--- config.mk ---
export PLATFORM = sky130hd
export DESIGN_NAME = if_fetch_unit
export DESIGN_NICKNAME = d
export VERILOG_FILES = /design/src/rtl/if_fetch_unit_pkg.sv /design/src/rtl/if_fetch_unit_pc_next_sel.sv /design/src/rtl/if_fetch_unit.sv
export SDC_FILE = /design/constraint.sdc
export NUM_CORES = 1
export LEC_CHECK = 0
export CAP_MARGIN = 10
export CORE_MARGIN = 10
export CORE_UTILIZATION = 40
export CTS_BUF_LIST = sky130_fd_sc_hd__clkbuf_4 sky130_fd_sc_hd__clkbuf_8
export CTS_CLUSTER_DIAMETER = 150
export DETAILED_ROUTE_END_ITERATION = 6
export MAX_ROUTING_LAYER = met4
export PLACE_DENSITY = 0.8
export SLEW_MARGIN = 20
export SYNTH_ARGS = -nofsm -noshare
export SYNTH_HDL_FRONTEND = slang
export SYNTH_SLANG_ARGS = --single-unit
--- constraint.sdc ---
create_clock -name CLK -period 2.7 [get_ports CLK]
set_input_delay 0.54 -clock CLK [delete_from_list [all_inputs] [get_ports CLK]]
set_output_delay 0.54 -clock CLK [all_outputs]
set_load 0.01 [all_outputs]
--- src/rtl/if_fetch_unit_pkg.sv ---
// Shared definitions for the instruction-fetch stage.
//   fetch_state_e : FETCH issues/holds the current PC request; DISCARD waits for a
//                   stale request to complete after a redirect arrived mid-miss.
//   INSTR_W       : instruction / address width.
//   DEFAULT_NOP   : default bubble instruction.
package if_fetch_unit_pkg;

  localparam int unsigned INSTR_W = 32;

  localparam logic [INSTR_W-1:0] DEFAULT_NOP = 32'h0000_0000;

  typedef enum logic {
    S_FETCH   = 1'b0,
    S_DISCARD = 1'b1
  } fetch_state_e;

endpackage

--- src/rtl/if_fetch_unit_pc_next_sel.sv ---
// pc_next_sel: combinational next-PC mux for the fetch stage.
// Ports:
//   in_discard    : FSM is in DISCARD (stale request outstanding)
//   pc            : current PC
//   redir_pc      : saved redirect target
//   pc_write      : 1 = PC may advance on a hit
//   imem_ready    : memory completes the request this cycle
//   branch_taken / branch_target, jump / jump_target : redirect sources
//   redirect      : a redirect is requested this cycle
//   target        : word-aligned redirect target (branch has priority)
//   next_pc       : PC value for the next cycle
module pc_next_sel
  import if_fetch_unit_pkg::*;
(
  input  logic               in_discard,
  input  logic [INSTR_W-1:0] pc,
  input  logic [INSTR_W-1:0] redir_pc,
  input  logic               pc_write,
  input  logic               imem_ready,
  input  logic               branch_taken,
  input  logic [INSTR_W-1:0] branch_target,
  input  logic               jump,
  input  logic [INSTR_W-1:0] jump_target,
  output logic               redirect,
  output logic [INSTR_W-1:0] target,
  output logic [INSTR_W-1:0] next_pc
);

  logic [INSTR_W-1:0] raw_target;

  always_comb begin
    redirect   = branch_taken | jump;
    raw_target = branch_taken ? branch_target : jump_target;
    target     = raw_target & ~32'h0000_0003;

    // PC only moves when the outstanding request completes; the address must
    // stay stable for the whole request.
    next_pc = pc;
    if (imem_ready) begin
      if (redirect)
        next_pc = target;
      else if (in_discard)
        next_pc = redir_pc;
      else if (pc_write)
        next_pc = pc + 32'd4;
    end
  end

endmodule

--- src/rtl/if_fetch_unit.sv ---
// if_fetch_unit: instruction-fetch stage. Owns the PC, drives the I-memory request
// handshake and presents the fetched instruction and its PC+4 to IF/ID.
// Ports:
//   CLK, RESET                      : clock (rising edge), async active-high reset
//   PCWrite                         : 1 = PC may advance, 0 = hazard hold
//   Branch_Taken/Branch_Target      : branch redirect (priority over jump)
//   Jump/Jump_Target                : jump redirect
//   IMEM_Req/IMEM_Addr              : fetch request and word-aligned address
//   IMEM_Ready/IMEM_Data            : request completion and returned instruction
//   IF_Instruction/IF_PC_4          : instruction and PC+4 to IF/ID
//   Fetch_Stall                     : no valid instruction this cycle
module if_fetch_unit
  import if_fetch_unit_pkg::*;
#(
  parameter logic [INSTR_W-1:0] RESET_PC  = 32'h0000_0000,
  parameter logic [INSTR_W-1:0] NOP_INSTR = DEFAULT_NOP
) (
  input  logic               CLK,
  input  logic               RESET,
  input  logic               PCWrite,
  input  logic               Branch_Taken,
  input  logic [INSTR_W-1:0] Branch_Target,
  input  logic               Jump,
  input  logic [INSTR_W-1:0] Jump_Target,
  output logic               IMEM_Req,
  output logic [INSTR_W-1:0] IMEM_Addr,
  input  logic               IMEM_Ready,
  input  logic [INSTR_W-1:0] IMEM_Data,
  output logic [INSTR_W-1:0] IF_Instruction,
  output logic [INSTR_W-1:0] IF_PC_4,
  output logic               Fetch_Stall
);

  fetch_state_e       state;
  logic [INSTR_W-1:0] pc;
  logic [INSTR_W-1:0] redir_pc;
  logic               redirect;
  logic [INSTR_W-1:0] target;
  logic [INSTR_W-1:0] next_pc;
  logic               hit;

  pc_next_sel u_pc_next_sel (
    .in_discard    (state == S_DISCARD),
    .pc            (pc),
    .redir_pc      (redir_pc),
    .pc_write      (PCWrite),
    .imem_ready    (IMEM_Ready),
    .branch_taken  (Branch_Taken),
    .branch_target (Branch_Target),
    .jump          (Jump),
    .jump_target   (Jump_Target),
    .redirect      (redirect),
    .target        (target),
    .next_pc       (next_pc)
  );

  always_ff @(posedge CLK or posedge RESET) begin
    if (RESET) begin
      state    <= S_FETCH;
      pc       <= RESET_PC;
      redir_pc <= '0;
    end else begin
      pc <= next_pc;
      case (state)
        S_FETCH: begin
          // A redirect during a miss cannot change the address mid-request;
          // remember it and drop the data of the stale request.
          if (!IMEM_Ready && redirect) begin
            redir_pc <= target;
            state    <= S_DISCARD;
          end
        end
        S_DISCARD: begin
          if (redirect)
            redir_pc <= target;
          if (IMEM_Ready)
            state <= S_FETCH;
        end
        default: state <= S_FETCH;
      endcase
    end
  end

  always_comb begin
    hit            = !RESET && (state == S_FETCH) && IMEM_Ready;
    IMEM_Req       = !RESET;
    IMEM_Addr      = pc;
    IF_Instruction = hit ? IMEM_Data : NOP_INSTR;
    IF_PC_4        = RESET ? '0 : pc + 32'd4;
    Fetch_Stall    = !hit;
  end

endmodule

Word-level counts from Yosys, hierarchy flattened --
Index checks and enable logic that the tools add are counted.
Word-level totals: ROM bits 0, logic and storage cells 29, memories kept 0, bits of input ports 102, output and inout bits 98, memory bits (writable) 0, latch bits 0, register bits 65
Operators by class: $mul 0, shift-type cells 0, reduce and logical (&&, ||, !) cells 9, eq/ne operators 2, add/subtract/negate cells 1, bitwise logic cells 2, mux-type cells 12, div/mod/pow operators 0, magnitude comparators 0
Operators with widths (number):
- $mux 32 | 8
- $pmux 32 s2 | 1
- $add 32x3->32 const B | 1
- $reduce_and 2->1 | 2
- $logic_and 1x1->1 | 3
- $logic_not 1->1 | 3
- $reduce_bool 3->1 | 1
- $mux 1 | 2
- $ne 2x1->1 const B | 1
- $ne 2x2->1 const B | 1
- $pmux 1 s2 | 1
- $not 1->1 | 1
- $or 1x1->1 | 1

Longest topological paths before layout --
depth after elaboration 4, depth in mapped cells 8, depth with buffers taken out 6

Cells and area by module --
Synthesis repeated with hierarchy kept, for this count alone.
Second synthesis, totals: cells, all modules 595, area total of the unflattened synthesis 5031.1 µm²
Modules (own cells, without submodules):
- if_fetch_unit | area each 2986.6 µm², cells an instance 271, seq. area each 1626.6 µm², instances 1
- pc_next_sel | area each 2044.5 µm², cells an instance 324, seq. area each 0.0 µm², instances 1

Least setup slack after synthesis --
OpenSTA, ideal clock, no wires.
kind in2out, start input port RESET, end output port IF_PC_4[13], required time 2.160 ns, arrival time 2.429 ns, path buffers 1, stages on the path 3, slack -0.269 ns, cells stage by stage clkbuf_1 -> inv_1 -> and2_1
Between the ends: cells in the longest elaborated chain, start to end 1
Ends and longest elaborated chain:
- from (decl) | RTL line if_fetch_unit.sv:19 | input logic RESET,
- $mux 32 | RTL line if_fetch_unit.sv:89 | IF_PC_4 = RESET ? '0 : pc + 32'd4;
- to (decl) | RTL line if_fetch_unit.sv:30 | output logic [INSTR_W-1:0] IF_PC_4,
Every way passes these cells.

Final worst setup path --
start register pc[29] (netlist: IMEM_Addr[29]), end output port IF_PC_4[31]
Between the ends: cells in the longest elaborated chain, start to end 2
Ends and longest elaborated chain:
- from (decl) | RTL line if_fetch_unit.sv:35 | logic [INSTR_W-1:0] pc;
- from (signal assigned) | RTL line if_fetch_unit.sv:63 | pc <= next_pc;
- $add 32x3->32 | RTL line if_fetch_unit.sv:89
- $mux 32 | RTL line if_fetch_unit.sv:89
Every way passes these cells.

==> flow_metrics.tcl <==
set metrics [dict create \
    status "completed" \
    cts-root-buf "clkbuf_8" \
    max_slew_margin 0.599 \
    synth_most_common_cell "nand2_1" \
    r2r_end "IMEM_Addr[27]" \
    skew_ns 0.0130 \
    grt_antenna_before_repair 0 \
    async_reset_ff_frac 1.00 \
    total_power_mw 3.23 \
    rsz0062_at_grt "yes" \
    r2r_setup_slack_ns 0.63 \
    cts_sinks 61 \
    holdBufCountCts 0 \
    avgSynthCellArea_um2 8.16 \
    max-cap-violations 0 \
    area_delta_synth_final_pct 67.5 \
    hold_path_depth 2 \
    peakVddDrop_v 0.000209 \
    clkPwrFrac 0.218 \
    placementRows 38 \
    path_class "flip-flop to output pin" \
    rr_worst_depth 9 \
    grt_max_degree 41 \
    dieArea_mm2 0.0159 \
    multi_input_area_mm2 0.00292 \
    drive_gt1_frac 0.225 \
    antenna_cells 0 \
    min_to "redir_pc[19]" \
    cp-start-kind "flip-flop" \
    hold_violations 0 \
    numPortBuffers 191 \
    endpoint_kind "output pin" \
    stdcell_count 970 \
    synth-seq-cells 61 \
    antenna_left 0 \
    placedInstanceArea_mm2 0.00711 \
    period_minus_slack_ns 2.67 \
    grtUsageTotal 0.236 \
    die_h_um 126 \
    powerDensity_mw_per_mm2 428 \
    place.gp.congestion 0.921 \
    r2r_start "IMEM_Addr[3]" \
    grt_pass1_vias 5650 \
    grt_overflow_total 0 \
    drc_errors 0 \
    critPathMaxFanout 2 \
    drt-pass1-iter-count 5 \
    p_leak_nw 3.42 \
    cts_tree "done" \
    holdCritPathClass "flip-flop to flip-flop" \
    vias_per_cell 5.58 \
    synth_common_cells "nand2_1, dfrtp_1, nor2_1" \
    path_clk_slew_ns 0.06 \
    first_iter_violations 460 \
    swShare 0.348 \
    ys_warn_count 0 \
    yosysTopAreaCellShare 0.339 \
    synth_area_leaders "dfrtp_1, mux2i_1, o21ai_0" \
    die_w_um 126 \
    p_int_mw 2.11 \
    ys_seq_area_frac 0.339 \
    nets 931 \
    switching_power_mw 1.12 \
    start_util 0.412 \
    report.final.slew_viol_count 0 \
    comb_power_share 0.427 \
    fmax_mhz 374 \
    cts.htree.levels 3 \
    n_fill_cell 924 \
    grt_pass1_wl_mm 29.9 \
    yosys.area.top_type "dfrtp_1" \
    synthFlopType "dfrtp_1" \
    cts_buffers 9 \
    min_period_over_period 0.990 \
    synth_cell_types 65 \
    synth_cells 552 \
    min_from "redir_pc[19]" \
    register_area_mm2 0.00153 \
    dp_hpwl_mm 14.8 \
    cp.required_ns 2.16 \
    finalInstanceArea_mm2 0.00755 \
    setup_tns_ns 0 \
    wirelength_mm 19.1 \
    synth_edf_count 0 \
    clk_latency_ns 0.35 \
    seqPwrFrac 0.355 \
    dp_cells 928 \
    syn_area_mm2 0.00451 \
    worst_slew_pin_slew_ns 0.595 \
    setup_violations 0 \
    cp.arrival_ns 2.13 \
    wl_per_cell_um 19.7 \
    routed-via-count 5416 \
    pin_count 200 \
    core_area_mm2 0.0109 \
    clock_path_buffers 2 \
]
[stage by stage]
step,worst slack (ns),utilization,hold WS (ns)
3_5_place_dp,-0.108,0.650,0.471
6_report,0.0283,0.691,0.485
3_3_place_gp,-0.0763,0.650,0.455
2_1_floorplan,0.00154,-,0.441
5_1_grt,-0.0803,0.691,0.508
4_1_cts,-0.0867,0.676,0.487
[cells by family after synthesis]
family / synth area share
adders and majority gates: 0.00278
muxes: 0.0900
xor gates and xnor gates: 0.0525
AOI/OAI and AO/OA: 0.194
other: 0.000832
buffers and inverters: 0.0527
and+or+nand+nor: 0.268
DFF: 0.339
[per-layer routing]
metal / global-route usage / share of wire / up-vias
li1: - / - / 2517
met3: 0.0721 / 0.096 / 38
met1: 0.261 / 0.39 / 2571
met2: 0.387 / 0.49 / 290
met4: 0.0998 / 0.027 / 0
met5: - / 0 / -
[power groups by stage]
stage / combinational, mW / sequential (mW) / clock [mW]
after floorplan: 0.509 / 1.22 / 0
after global placement: 1.31 / 1.14 / 0
after detailed placement: 1.34 / 1.15 / 0
after CTS: 1.34 / 1.14 / 0.706
after global routing: 1.50 / 1.16 / 0.748
final: 1.38 / 1.15 / 0.705
[timing repair]
| item | 4_1_cts | 5_1_grt |
|---|---|---|
| pin swaps | 14 | 21 |
| cloned | 1 | 0 |
| resized for setup | 79 | 40 |
| setup endpoints to repair | 55 | 38 |
| setup buffers | 11 | 17 |
[layout make-up]
cell class / instances / area share
well taps: 140 / 0.0232
inverters: 12 / 0.00646
clock inverters: 3 / 0.00199
multi-input cells: 439 / 0.387
flip-flops and latches: 61 / 0.202
repair buffers: 305 / 0.361
clock buffers: 10 / 0.0182
[cell usage in the layout, fill, tap and decap left out, types with 5 or more instances in the layout]
| cell type | n |
|---|---|
| nand3_1 | 11 |
| clkbuf_2 | 10 |
| nand4_1 | 12 |
| and2_1 | 32 |
| o21ai_0 | 52 |
| inv_1 | 10 |
| clkbuf_8 | 10 |
| clkdlybuf4s50_1 | 138 |
| and3_1 | 6 |
| a31oi_1 | 5 |
| nand2_1 | 66 |
| dfrtp_1 | 60 |
| xnor2_1 | 12 |
| a221oi_1 | 12 |
| nand3_2 | 6 |
| mux2i_1 | 36 |
| buf_2 | 5 |
| nor3_1 | 6 |
| buf_4 | 106 |
| a21oi_1 | 22 |
| nor2_1 | 53 |
| a22oi_1 | 8 |
| xor2_1 | 11 |
| dlygate4sd2_1 | 35 |
[state kept, by name, indices dropped and copies added (netlist names)]
signal / count
IMEM_Addr: 30
redir_pc: 30
state: 1
[worst max-delay path by stage]
stage | startpoint | endpoint | slack, ns | cells after the start
after floorplan | RESET | IF_PC_4[13] | 0.002 | 3
after global placement | IMEM_Addr[13] | IF_PC_4[30] | -0.08 | 7
after detailed placement | IMEM_Addr[17] | IF_PC_4[30] | -0.11 | 7
after CTS | IMEM_Addr[13] | IF_PC_4[30] | -0.09 | 7
after global routing | IMEM_Addr[28] | IF_PC_4[31] | -0.08 | 7
final | IMEM_Addr[29] | IF_PC_4[31] | 0.03 | 7
[critical path, stage by stage, from the launching register on]
cell and delay, ns:
dfrtp_1 0.37, nand4_1 0.14, or4_4 0.55, nor4_4 0.25, buf_4 0.18, xnor2_2 0.11, nor2_1 0.05, buf_2 0.14
Note: power is estimated with default switching activity, not from simulation.
